## src/rtl/sdp00_line_writer_pkg.sv

```systemverilog
// Shared constants and FSM encoding for the sdp00 line-buffer writer.
package sdp00_line_writer_pkg;

    localparam int SDP_DATA_W     = 32;
    localparam int SDP_ADDR_W     = 8;
    localparam int SDP_BANK_WORDS = 128;

    typedef enum logic [1:0] {
        ST_IDLE  = 2'd0,
        ST_FILL  = 2'd1,
        ST_FLUSH = 2'd2,
        ST_DROP  = 2'd3
    } state_t;

endpackage

```

## src/rtl/sdp00_line_writer_pix_pack.sv

```systemverilog
// Pixel packer: gathers PPW pixels little-endian into one 32-bit word.
// word_rdy is asserted combinationally on the cycle the last lane is filled;
// on flush, word presents the partial word with unused upper lanes at zero.
module sdp00_line_writer_pix_pack
    import sdp00_line_writer_pkg::*;
#(
    parameter int PIX_W = 8
) (
    input  logic                  clk,
    input  logic                  rstn,
    input  logic                  clr,
    input  logic                  pix_en,
    input  logic [PIX_W-1:0]      pix_data,
    input  logic                  flush,
    output logic                  word_rdy,
    output logic                  pending,
    output logic [SDP_DATA_W-1:0] word
);

    localparam int PPW = SDP_DATA_W / PIX_W;

    logic [SDP_DATA_W-1:0] lanes;
    logic [SDP_DATA_W-1:0] merged;
    logic [2:0]            cnt;

    // Insert the incoming pixel into the next free lane; upper lanes are kept zero.
    always_comb begin
        merged = lanes | (SDP_DATA_W'(pix_data) << (int'(cnt) * PIX_W));
    end

    assign word_rdy = pix_en && (cnt == 3'(PPW - 1));
    assign pending  = (cnt != 3'd0);
    assign word     = word_rdy ? merged : lanes;

    // Lane register and lane counter; cleared at line start, after a full word and on flush.
    always_ff @(posedge clk or negedge rstn) begin
        if (!rstn) begin
            lanes <= '0;
            cnt   <= 3'd0;
        end else if (clr || flush || word_rdy) begin
            lanes <= '0;
            cnt   <= 3'd0;
        end else if (pix_en) begin
            lanes <= merged;
            cnt   <= cnt + 3'd1;
        end
    end

endmodule

```

## src/rtl/sdp00_line_writer.sv

```systemverilog
// Line writer for the 256x32 sdp00 buffer: packs a pixel line into words and
// writes it into one of two 128-word banks used ping-pong. A finished bank is
// marked full until the reader releases it.
// Handshake: the pixel stream has no backpressure; every pix_vld cycle in FILL
// is consumed. Writes are fire-and-forget single-cycle wr_ce pulses.
module sdp00_line_writer
    import sdp00_line_writer_pkg::*;
#(
    parameter int PIX_W = 8
) (
    input  logic                  clk,
    input  logic                  rstn,
    input  logic                  pix_vld,
    input  logic [PIX_W-1:0]      pix_data,
    input  logic                  sol,
    input  logic                  eol,
    input  logic                  rd_release,
    input  logic                  rd_bank,
    input  logic                  clr_err,
    output logic                  wr_ce,
    output logic [SDP_ADDR_W-1:0] wr_addr,
    output logic [SDP_DATA_W-1:0] wr_data,
    output logic                  line_done,
    output logic                  line_bank,
    output logic [7:0]            line_words,
    output logic [1:0]            bank_full,
    output logic                  line_drop,
    output logic                  ovf_err,
    output logic                  seq_err,
    output logic [1:0]            dbg_state
);

    localparam logic [7:0] FULL_IDX = 8'(SDP_BANK_WORDS);

    state_t                state;
    logic                  wr_bank;
    logic [7:0]            word_idx;
    logic                  pix_en;
    logic                  pk_clr;
    logic                  pk_flush;
    logic                  word_rdy;
    logic                  pending;
    logic [SDP_DATA_W-1:0] pk_word;

    // Pixels are accepted only inside a line and only while the bank has room.
    always_comb begin
        pix_en   = (state == ST_FILL) && pix_vld && !sol && (word_idx < FULL_IDX);
        pk_clr   = sol && ((state == ST_IDLE) || (state == ST_FILL));
        pk_flush = (state == ST_FLUSH);
    end

    assign dbg_state = state;

    sdp00_line_writer_pix_pack #(
        .PIX_W (PIX_W)
    ) u_pack (
        .clk      (clk),
        .rstn     (rstn),
        .clr      (pk_clr),
        .pix_en   (pix_en),
        .pix_data (pix_data),
        .flush    (pk_flush),
        .word_rdy (word_rdy),
        .pending  (pending),
        .word     (pk_word)
    );

    // Line FSM with registered write port, bank bookkeeping and sticky errors.
    always_ff @(posedge clk or negedge rstn) begin
        if (!rstn) begin
            state      <= ST_IDLE;
            wr_bank    <= 1'b0;
            word_idx   <= 8'd0;
            wr_ce      <= 1'b0;
            wr_addr    <= '0;
            wr_data    <= '0;
            line_done  <= 1'b0;
            line_bank  <= 1'b0;
            line_words <= 8'd0;
            bank_full  <= 2'b00;
            line_drop  <= 1'b0;
            ovf_err    <= 1'b0;
            seq_err    <= 1'b0;
        end else begin
            wr_ce     <= 1'b0;
            line_done <= 1'b0;
            line_drop <= 1'b0;

            // Clears come first so that a coincident error set wins.
            if (clr_err) begin
                ovf_err <= 1'b0;
                seq_err <= 1'b0;
            end
            // Release before the FLUSH set: a bank being committed stays full.
            if (rd_release) begin
                bank_full[rd_bank] <= 1'b0;
            end

            if (word_rdy) begin
                wr_ce    <= 1'b1;
                wr_addr  <= {wr_bank, word_idx[6:0]};
                wr_data  <= pk_word;
                word_idx <= word_idx + 8'd1;
            end

            case (state)
                ST_IDLE: begin
                    if (sol) begin
                        if (bank_full[wr_bank]) begin
                            line_drop <= 1'b1;
                            state     <= ST_DROP;
                        end else begin
                            word_idx <= 8'd0;
                            state    <= ST_FILL;
                        end
                    end
                end
                ST_FILL: begin
                    if (sol) begin
                        seq_err  <= 1'b1;
                        word_idx <= 8'd0;
                    end else begin
                        if (pix_vld && (word_idx >= FULL_IDX)) begin
                            ovf_err <= 1'b1;
                        end
                        if (eol) begin
                            state <= ST_FLUSH;
                        end
                    end
                end
                ST_FLUSH: begin
                    if (pending) begin
                        wr_ce   <= 1'b1;
                        wr_addr <= {wr_bank, word_idx[6:0]};
                        wr_data <= pk_word;
                    end
                    line_done          <= 1'b1;
                    line_bank          <= wr_bank;
                    line_words         <= word_idx + {7'd0, pending};
                    bank_full[wr_bank] <= 1'b1;
                    wr_bank            <= ~wr_bank;
                    state              <= ST_IDLE;
                end
                ST_DROP: begin
                    if (eol) begin
                        state <= ST_IDLE;
                    end
                end
                default: state <= ST_IDLE;
            endcase
        end
    end

endmodule

```

## config.mk

```make
export PLATFORM = sky130hd
export DESIGN_NAME = sdp00_line_writer
export DESIGN_NICKNAME = d
export VERILOG_FILES = /design/src/rtl/sdp00_line_writer_pkg.sv /design/src/rtl/sdp00_line_writer_pix_pack.sv /design/src/rtl/sdp00_line_writer.sv
export SDC_FILE = /design/constraint.sdc
export NUM_CORES = 1
export LEC_CHECK = 0
export CAP_MARGIN = 25
export CORE_AREA = 2 2 96 98
export DETAILED_ROUTE_END_ITERATION = 10
export DIE_AREA = 0 0 98 100
export PLACE_DENSITY_LB_ADDON = 0.2
export SLEW_MARGIN = 20
export SYNTH_ARGS = -nofsm -noshare
export SYNTH_HDL_FRONTEND = slang
export SYNTH_SLANG_ARGS = --single-unit
```

## constraint.sdc

```tcl
create_clock -name clk -period 4.5 [get_ports clk]
set_input_delay 1.125 -clock clk [delete_from_list [all_inputs] [get_ports clk]]
set_output_delay 1.125 -clock clk [all_outputs]
set_load 0.02 [all_outputs]
```

==> results.py, run 1 <==
metrics = {
    "clock_network": {
        "cts_root_buf": "clkbuf_8",
        "post_cts_resized": 0,
        "cts_made_buffers": 9,
        "clock_latency_ns": 0.36,
        "clock_path_buffers": 2,
        "cts.htree.levels": 3,
        "post_cts_buffers": 0,
        "clock-sinks": 102,
        "path_clk_slew_ns": 0.09,
        "postCtsHoldBufs": 0,
        "cts_tree": "done",
    },
    "cells_and_area": {
        "utilization_pct": 63.2,
        "area_growth_pct": 18.9,
        "final_cell_mix": "dfrtp_1, clkdlybuf4s50_1, inv_1, a22o_1, a31oi_1",
        "final_area_um2": 5620,
        "drive_gt1_share_pct": 10.7,
        "final_common_cell": "dfrtp_1",
        "nets": 475,
        "diodes": 0,
        "fin_cells": 568,
    },
    "floorplanning": {
        "design.core.area_um2": 8890,
        "start_util_pct": 53.2,
        "die_h_um": 100,
        "dieWidth_um": 98,
        "fp-row-count": 35,
        "pin_count": 74,
        "dieArea_um2": 9800,
    },
    "placement": {
        "portBuffers": 73,
        "dp_hpwl_um": 6610,
        "gp_congestion": 0.791,
        "dp_cells": 552,
        "placed_area_um2": 5460,
    },
    "yosys": {
        "ys_seq_elements": 102,
        "ys_seq_area_share_pct": 54.0,
        "synth_warnings": 0,
        "syn_avg_cell_area_um2": 11.9,
        "netlist_instances": 396,
        "synth_edf_count": 0,
        "synth_nets": 419,
        "async_flop_share_pct": 100,
        "netlist_area_um2": 4730,
        "synth.distinct_cells": 54,
        "ys.flop_type": "dfrtp_1",
    },
    "critical_path": {
        "endpoint_kind": "output pin",
        "cp.arrival_ns": 1.92,
        "slowest_stage": "dfrtp_1",
        "critPathKind": "reg2out",
        "crit_chain": "clkdlybuf4s50_1",
        "critPathMaxFanout": 17,
        "cp_slowest_stage_delay_ns": 0.81,
        "crit_buf_inv": 1,
        "path_delay_family": "flip-flops",
        "startpoint_type": "flip-flop",
        "crit_required_ns": 3.38,
    },
    "timing": {
        "hold_viol_final": 0,
        "slew_violations": 0,
        "period_needed_ns": 3.05,
        "setup_tns_ns": 0,
        "setup_viol": 0,
        "rsz0062_at_grt": "false",
        "timing.fmax_ghz": 0.328,
        "worst_clock_skew_ns": 0.00775,
        "relSlewSlack_pct": 38.6,
        "max_slew.worst_pin.slew_ns": 0.921,
        "final.period_utilization_pct": 67.7,
    },
    "detailed_routing": {
        "vias_per_cell": 5.76,
        "vias": 3271,
        "wl_per_cell_um": 17.5,
        "wl_um": 9950,
        "first_iter_violations": 163,
        "drcViolationCount": 0,
        "ant_nets": 0,
        "firstDrtPassIters": 5,
    },
    "run": {
        "cap_violations": 0,
    },
    "power": {
        "vdd_drop_max_mv": 0.377,
        "power.leakage_nw": 2.38,
        "powerDensity_nw_per_um2": 521,
    },
    "global_route": {
        "grt_pass1_wl_um": 16900,
        "grt_pass1_vias": 3331,
        "grt_max_degree": 50,
        "overflow": 0,
        "antenna_found_initial": 0,
        "grtUsageTotal_pct": 21.6,
    },
    "worst_hold_path": {
        "hold_path.class": "reg2reg",
    },
    "status": {
        "status": "completed",
    },
}
routing by layer:
layer / wire (µm) / vias up / GRT usage, % / share of wire (%)
met3: 419 / 7 / 4.94 / 4.2
met2: 4890 / 80 / 34.4 / 49
li1: - / 1541 / - / -
met1: 4550 / 1643 / 29.9 / 46
met4: 101 / 0 / 6.41 / 1.0
met5: 0 / - / 0 / 0
power by group:
group	switching [mW]	internal (mW)	total, mW
registers	0.168	1.11	1.28
clock network	0.310	0.203	0.513
logic	0.606	0.529	1.14
cells by family after synthesis:
| group | Yosys count | share of synthesized area, % |
|---|---|---|
| compound gates | 105 | 16.9 |
| flops | 102 | 54.0 |
| buf+inv | 73 | 7.01 |
| simple gates | 69 | 11.1 |
| mux | 36 | 8.44 |
| fa+ha+maj | 7 | 1.85 |
| xor+xnor | 4 | 0.741 |
state kept, by name, indices dropped and copies added (netlist names):
register and flops:
seq_err 1, wr_addr 8, wr_ce 1, line_drop 1
wr_data 32, dbg_state 2, u_pack.cnt 3, word_idx 8
ovf_err 1, line_bank 1, line_words 8, u_pack.lanes 32
line_done 1, bank_full 2, wr_bank 1
Yosys cell counts (3+ instances only):
cell type,count,share of area [%]
dfrtp_1,102,54
inv_1,40,3.2
a22o_1,33,6.1
a31oi_1,30,4.0
mux2i_1,26,5.5
nand2_1,19,1.5
o21ai_0,12,1.3
clkbuf_1,9,0.71
a21oi_1,7,0.74
buf_1,7,0.56
buf_2,7,0.74
ha_1,7,1.9
mux2_4,7,2.2
nand3_1,7,0.74
a2111o_1,5,1.2
buf_4,5,0.79
nand2b_1,5,0.66
o221a_2,5,1.2
buf_6,4,0.95
nor2_1,4,0.32
nor4b_4,4,2.0
or3_1,4,0.53
or4_1,4,0.64
mux2_2,3,0.71
nand4_1,3,0.40
nor3_1,3,0.32
o31ai_1,3,0.48
worst reg2reg max path, cell delays in order, from the launching register on:
cell	delay (ns)
dfrtp_1	0.81
nand2b_1	0.43
inv_2	0.39
a22o_2	0.54
buf_4	0.47
mux2i_1	0.25
final timing paths:
kind	from	slack, ns	endpoint	cells past startpoint
worst max-delay path	dbg_state[1]	1.45	dbg_state[1]	1
worst min register to register	line_words[1]	0.50	line_words[1]	2
max in group asynchronous	rstn	2.86	u_pack.lanes[13]	2
worst min-delay path	line_words[1]	0.50	line_words[1]	2
min in group asynchronous	rstn	0.77	wr_data[22]	1
worst max register to register	dbg_state[1]	1.54	wr_data[17]	5
per-stage QoR:
stage,hold slack [ns],setup slack [ns],total power [mW]
floorplan,0.460,2.26,1.97
global placement,0.463,1.23,2.43
detailed placement,0.462,1.18,2.44
CTS,0.496,1.42,2.96
global route,0.508,1.29,3.11
finish,0.498,1.45,2.93
final cells by class:
type / instances / area (µm²)
Tap cell: 111 / 139
Fill cell: 741 / 3270
Clock buffer: 11 / 131
Clock inverter: 5 / 35.0
Sequential cell: 102 / 2550
Timing Repair Buffer: 77 / 758
Inverter: 41 / 154
Multi-Input combinational cell: 221 / 1850
Note: power is estimated with default switching activity, not from simulation.
==> inputs of run 2 (changes only) <==
Settings changed: CORE_AREA 2 2 96 98 to 2 2 97 99, DIE_AREA 0 0 98 100 to 0 0 99 101.
Clock period 4.5 ns to 2.95 ns, I/O delays scaled along.
==> results.py, run 2 (synthesis gave the netlist of run 1 again) <==
metrics = {
    "clock_network": {
        "clock-sinks": 102,
        "post_cts_resized": 0,
        "post_cts_buffers": 0,
        "cts_tree": "done",
        "cts_made_buffers": 9,
        "clock_latency_ns": 0.37,
        "cts_root_buf": "clkbuf_8",
        "clock_path_buffers": 2,
        "cts.htree.levels": 3,
        "path_clk_slew_ns": 0.10,
        "postCtsHoldBufs": 0,
    },
    "detailed_routing": {
        "wl_per_cell_um": 17.9,
        "first_iter_violations": 181,
        "drcViolationCount": 0,
        "wl_um": 10300,
        "firstDrtPassIters": 4,
        "vias_per_cell": 5.85,
        "vias": 3367,
        "ant_nets": 0,
    },
    "placement": {
        "gp_congestion": 0.815,
        "placed_area_um2": 5540,
        "portBuffers": 73,
        "dp_hpwl_um": 7040,
    },
    "global_route": {
        "grtUsageTotal_pct": 22.0,
        "grt_max_degree": 68,
        "antenna_found_initial": 0,
        "overflow": 0,
        "grt_pass1_vias": 3395,
        "grt_pass1_wl_um": 17400,
    },
    "cells_and_area": {
        "area_growth_pct": 21.2,
        "fillCellCount": 737,
        "seqCellArea_um2": 2550,
        "drive_gt1_share_pct": 12.7,
        "final_common_cell": "dfrtp_1",
        "reg_top3": "u_pack.lanes (32), wr_data (32)",
        "final_area_um2": 5730,
        "multi_input_area_um2": 1850,
        "nets": 483,
        "diodes": 0,
        "final_cell_mix": "dfrtp_1, clkdlybuf4s50_1, inv_1, a22o_1, a31oi_1",
    },
    "run": {
        "cap_violations": 0,
    },
    "critical_path": {
        "cp.arrival_ns": 1.66,
        "cp_slowest_stage_delay_ns": 0.70,
        "startpoint_type": "flip-flop",
        "crit_buf_inv": 1,
        "cp-startpoint": "dbg_state[0]",
        "crit_required_ns": 2.21,
        "path_delay_family": "buffers and inverters",
        "critPathMaxFanout": 11,
        "crit_chain": "clkdlybuf4s50_1",
        "r2r_start": "u_pack.cnt[1]",
        "endpoint_kind": "output pin",
        "critPathKind": "reg2out",
        "slowest_stage": "clkdlybuf4s50_1",
    },
    "timing": {
        "timing.fmax_ghz": 0.417,
        "setup_tns_ns": 0,
        "setup_viol": 0,
        "worst_clock_skew_ns": 0.0133,
        "max_slew.worst_pin.slew_ns": 0.879,
        "slew_violations": 0,
        "final.period_utilization_pct": 81.2,
        "rsz0062_at_grt": "false",
        "relSlewSlack_pct": 41.4,
        "period_needed_ns": 2.40,
        "hold_viol_final": 0,
    },
    "power": {
        "powerDensity_nw_per_um2": 803,
        "p_clk_share_pct": 18.6,
        "vdd_drop_max_mv": 0.446,
        "power.leakage_nw": 2.44,
        "p_comb_share_pct": 39.4,
        "internal_power_mw": 2.87,
        "power.net_switching_mw": 1.73,
        "switching_share_pct": 37.5,
        "seq_power_share_pct": 42.0,
    },
    "floorplanning": {
        "pin_count": 74,
        "die_h_um": 101,
        "start_util_pct": 52.7,
        "dieArea_um2": 10000,
        "dieWidth_um": 99,
        "design.core.area_um2": 8980,
        "fp-row-count": 35,
    },
    "status": {
        "status": "completed",
    },
    "worst_hold_path": {
        "hold_path.class": "in2async",
    },
}
==> run 2: cell count changes in the layout (fill, tap and decap cells not counted) <==
cell / delta
inv_8: +3
inv_6: -1
clkinv_2: -2
clkinv_4: +1
clkinvlp_4: +1
buf_12: +2
clkbuf_1: -2
buf_4: +6
==> run 2: final cells by class <==
class	instances	area share [%]
inverter	41	2.69
clock buffer	9	2.16
clock inverter	7	1.16
tap	111	2.42
timing repair buffer	85	14.7
sequential	102	44.5
multi-input combinational	221	32.3
==> run 2: path summary, 6_finish.rpt <==
check,endpoint,slack (ns),cells after the start
worst max-delay path,dbg_state[0],0.55,1
max in group asynchronous,word_idx[4],1.79,2
min in group clk,line_words[0],0.50,2
worst max register to register,wr_addr[3],0.62,6
worst min-delay path,wr_data[21],0.46,1
worst min register to register,line_words[0],0.50,2
==> run 2: power groups by stage <==
stage / combinational (mW) / clock, mW / sequential, mW
2_1_floorplan: 0.796 / 0 / 2.21
3_5_place_dp: 1.83 / 0 / 1.96
5_1_grt: 1.96 / 0.938 / 1.98
6_report: 1.81 / 0.855 / 1.93
4_1_cts: 1.84 / 0.869 / 1.94
3_3_place_gp: 1.80 / 0 / 1.95
==> run 2: metrics by stage <==
stage | util (%) | hold WS (ns) | total power [mW] | setup WS, ns | std cells
global route | 63.8 | 0.524 | 4.88 | 0.477 | 576
floorplan | - | 0.442 | 3.00 | 0.839 | 396
global placement | 61.7 | 0.465 | 3.74 | 0.374 | 560
detailed placement | 61.7 | 0.463 | 3.79 | 0.324 | 560
finish | 63.8 | 0.460 | 4.60 | 0.555 | 576
CTS | 63.8 | 0.493 | 4.64 | 0.519 | 576
==> run 2: routing by layer <==
layer  vias to the layer above  global-route usage [%]  part of all wire (%)
li1                       1567                       -                     -
met1                      1708                    30.7                    46
met2                        84                    35.4                    48
met3                         8                    4.23                   4.3
met4                         0                    6.32                   1.3
met5                         -                       0                     0
==> inputs of run 3 (changes only) <==
Settings changed: CORE_AREA 2 2 97 99 to 2 2 102 104, DIE_AREA 0 0 99 101 to 0 0 104 106.
Clock period 2.95 ns to 2.16 ns, I/O delays scaled along.
==> results.py, run 3 (synthesis gave the netlist of run 1 again) <==
metrics = {
    "critical_path": {
        "crit_buf_inv": 1,
        "reg2reg_slack_ns": 0.20,
        "crit_chain": "clkdlybuf4s50_1",
        "cp_slowest_stage_delay_ns": 0.66,
        "cp.arrival_ns": 1.51,
        "critPathKind": "reg2out",
        "startpoint_type": "flip-flop",
        "slowest_stage": "clkdlybuf4s50_1",
        "crit_required_ns": 1.62,
        "endpoint_kind": "output pin",
        "critPathMaxFanout": 11,
        "r2r_start": "u_pack.cnt[1]",
        "r2r_end": "wr_addr[3]",
        "path_delay_family": "buffers and inverters",
        "worstRegToRegCells": 6,
    },
    "power": {
        "powerDensity_nw_per_um2": 1070,
        "power.net_switching_mw": 2.32,
        "switching_share_pct": 36.1,
        "p_clk_share_pct": 17.8,
        "p_comb_share_pct": 41.8,
        "internal_power_mw": 4.11,
        "power.leakage_nw": 2.58,
        "finalPower_mw": 6.43,
        "seq_power_share_pct": 40.4,
        "vdd_drop_max_mv": 0.564,
    },
    "detailed_routing": {
        "wl_um": 10800,
        "drcViolationCount": 0,
        "vias_per_cell": 5.43,
        "vias": 3399,
        "firstDrtPassIters": 4,
        "wl_per_cell_um": 17.2,
        "first_iter_violations": 254,
        "ant_nets": 0,
    },
    "clock_network": {
        "cts_tree": "done",
        "post_cts_buffers": 0,
        "cts.htree.levels": 3,
        "cts_made_buffers": 9,
        "path_clk_slew_ns": 0.09,
        "clock_path_buffers": 2,
        "clock_latency_ns": 0.36,
        "cts_root_buf": "clkbuf_8",
        "clock-sinks": 102,
    },
    "worst_hold_path": {
        "hold_path_startpoint": "line_words[2]",
        "hold_path.class": "reg2reg",
        "hold_depth": 2,
        "worstHoldEndpoint": "line_words[2]",
    },
    "cells_and_area": {
        "diodes": 0,
        "final_cell_mix": "dfrtp_1, clkdlybuf4s50_1, inv_1, a22o_1",
        "final_common_cell": "dfrtp_1",
        "area_growth_pct": 27.2,
        "reg_top3": "u_pack.lanes (32), wr_data (32)",
        "nets": 508,
        "fillCellCount": 880,
        "drive_gt1_share_pct": 17.1,
        "final_area_um2": 6010,
    },
    "placement": {
        "portBuffers": 73,
        "gp_congestion": 0.807,
        "placed_area_um2": 5810,
        "dp_hpwl_um": 7430,
    },
    "floorplanning": {
        "die_h_um": 106,
        "dieArea_um2": 11000,
        "dieWidth_um": 104,
        "pin_count": 74,
        "design.core.area_um2": 10000,
        "fp-row-count": 37,
        "start_util_pct": 47.3,
    },
    "timing": {
        "timing.fmax_ghz": 0.487,
        "hold_viol_final": 0,
        "max_slew.worst_pin.slew_ns": 0.418,
        "rsz0062_at_grt": "false",
        "setup_viol": 0,
        "whs_ns": 0.496,
        "final.period_utilization_pct": 95.0,
        "slew_violations": 0,
        "period_needed_ns": 2.05,
        "relSlewSlack_pct": 72.1,
        "worst_clock_skew_ns": 0.0127,
        "setup_tns_ns": 0,
    },
    "status": {
        "status": "completed",
    },
    "global_route": {
        "grt_max_degree": 63,
        "grt_pass1_wl_um": 17500,
        "overflow": 0,
        "grt_pass1_vias": 3377,
        "grtUsageTotal_pct": 20.0,
        "antenna_found_initial": 0,
    },
    "run": {
        "cap_violations": 0,
    },
}
run 3: changes by cell type in the layout (fill, tap and decap cells not counted), sizes merged:
cell	before	now
buf	13	37
dlygate4sd3	0	1
clkinvlp	2	1
inv	44	42
clkbuf	9	12
run 3: per-layer routing:
| layer | routed length [µm] | global-route usage, % |
|---|---|---|
| met5 | 0 | 0 |
| met4 | 148 | 5.69 |
| met3 | 414 | 3.43 |
| met2 | 5380 | 34.1 |
| met1 | 4820 | 26.3 |
run 3: power groups by stage:
stage	clock, mW	combinational [mW]	sequential [mW]
final	1.14	2.69	2.60
after global routing	1.27	2.88	2.65
after CTS	1.18	2.72	2.61
after detailed placement	0	2.71	2.64
after global placement	0	2.66	2.64
after floorplan	0	1.09	3.02
run 3: through the flow:
stage | std cells | util (%) | worst slack [ns]
2_1_floorplan | 396 | - | 0.0489
3_3_place_gp | 609 | 58.1 | -0.000896
3_5_place_dp | 609 | 58.1 | -0.0458
4_1_cts | 626 | 60.1 | 0.0104
5_1_grt | 626 | 60.1 | 0.0598
6_report | 626 | 60.1 | 0.108
run 3: area by class of cell:
class	instances	area (µm²)	area share [%]
timing repair buffer	110	1100	18.2
clock buffer	12	155	2.58
inverter	41	154	2.56
tap	136	170	2.83
clock inverter	4	30.0	0.499
sequential	102	2550	42.5
multi-input combinational	221	1850	30.8
run 3: worst max-delay path by stage:
stage                  startpoint      endpoint  depth (start not counted)
floorplan           u_pack.cnt[0]    wr_addr[0]                          8
global placement          pix_vld    wr_data[0]                          5
detailed placement        pix_vld    wr_data[1]                          5
CTS                  dbg_state[1]  dbg_state[1]                          1
global route         dbg_state[0]  dbg_state[0]                          1
finish               dbg_state[0]  dbg_state[0]                          1
run 3: repair_timing:
action	CTS	global route
hold buffers	1	0
gates resized for setup	1	1
endpoints found under the setup margin	1	1
endpoints found under the hold margin	2	0
run 3: worst min-delay path: stages (launching register included):
cell and delay, ns:
dfrtp_1 0.35, nand2_1 0.05, o21ai_0 0.06
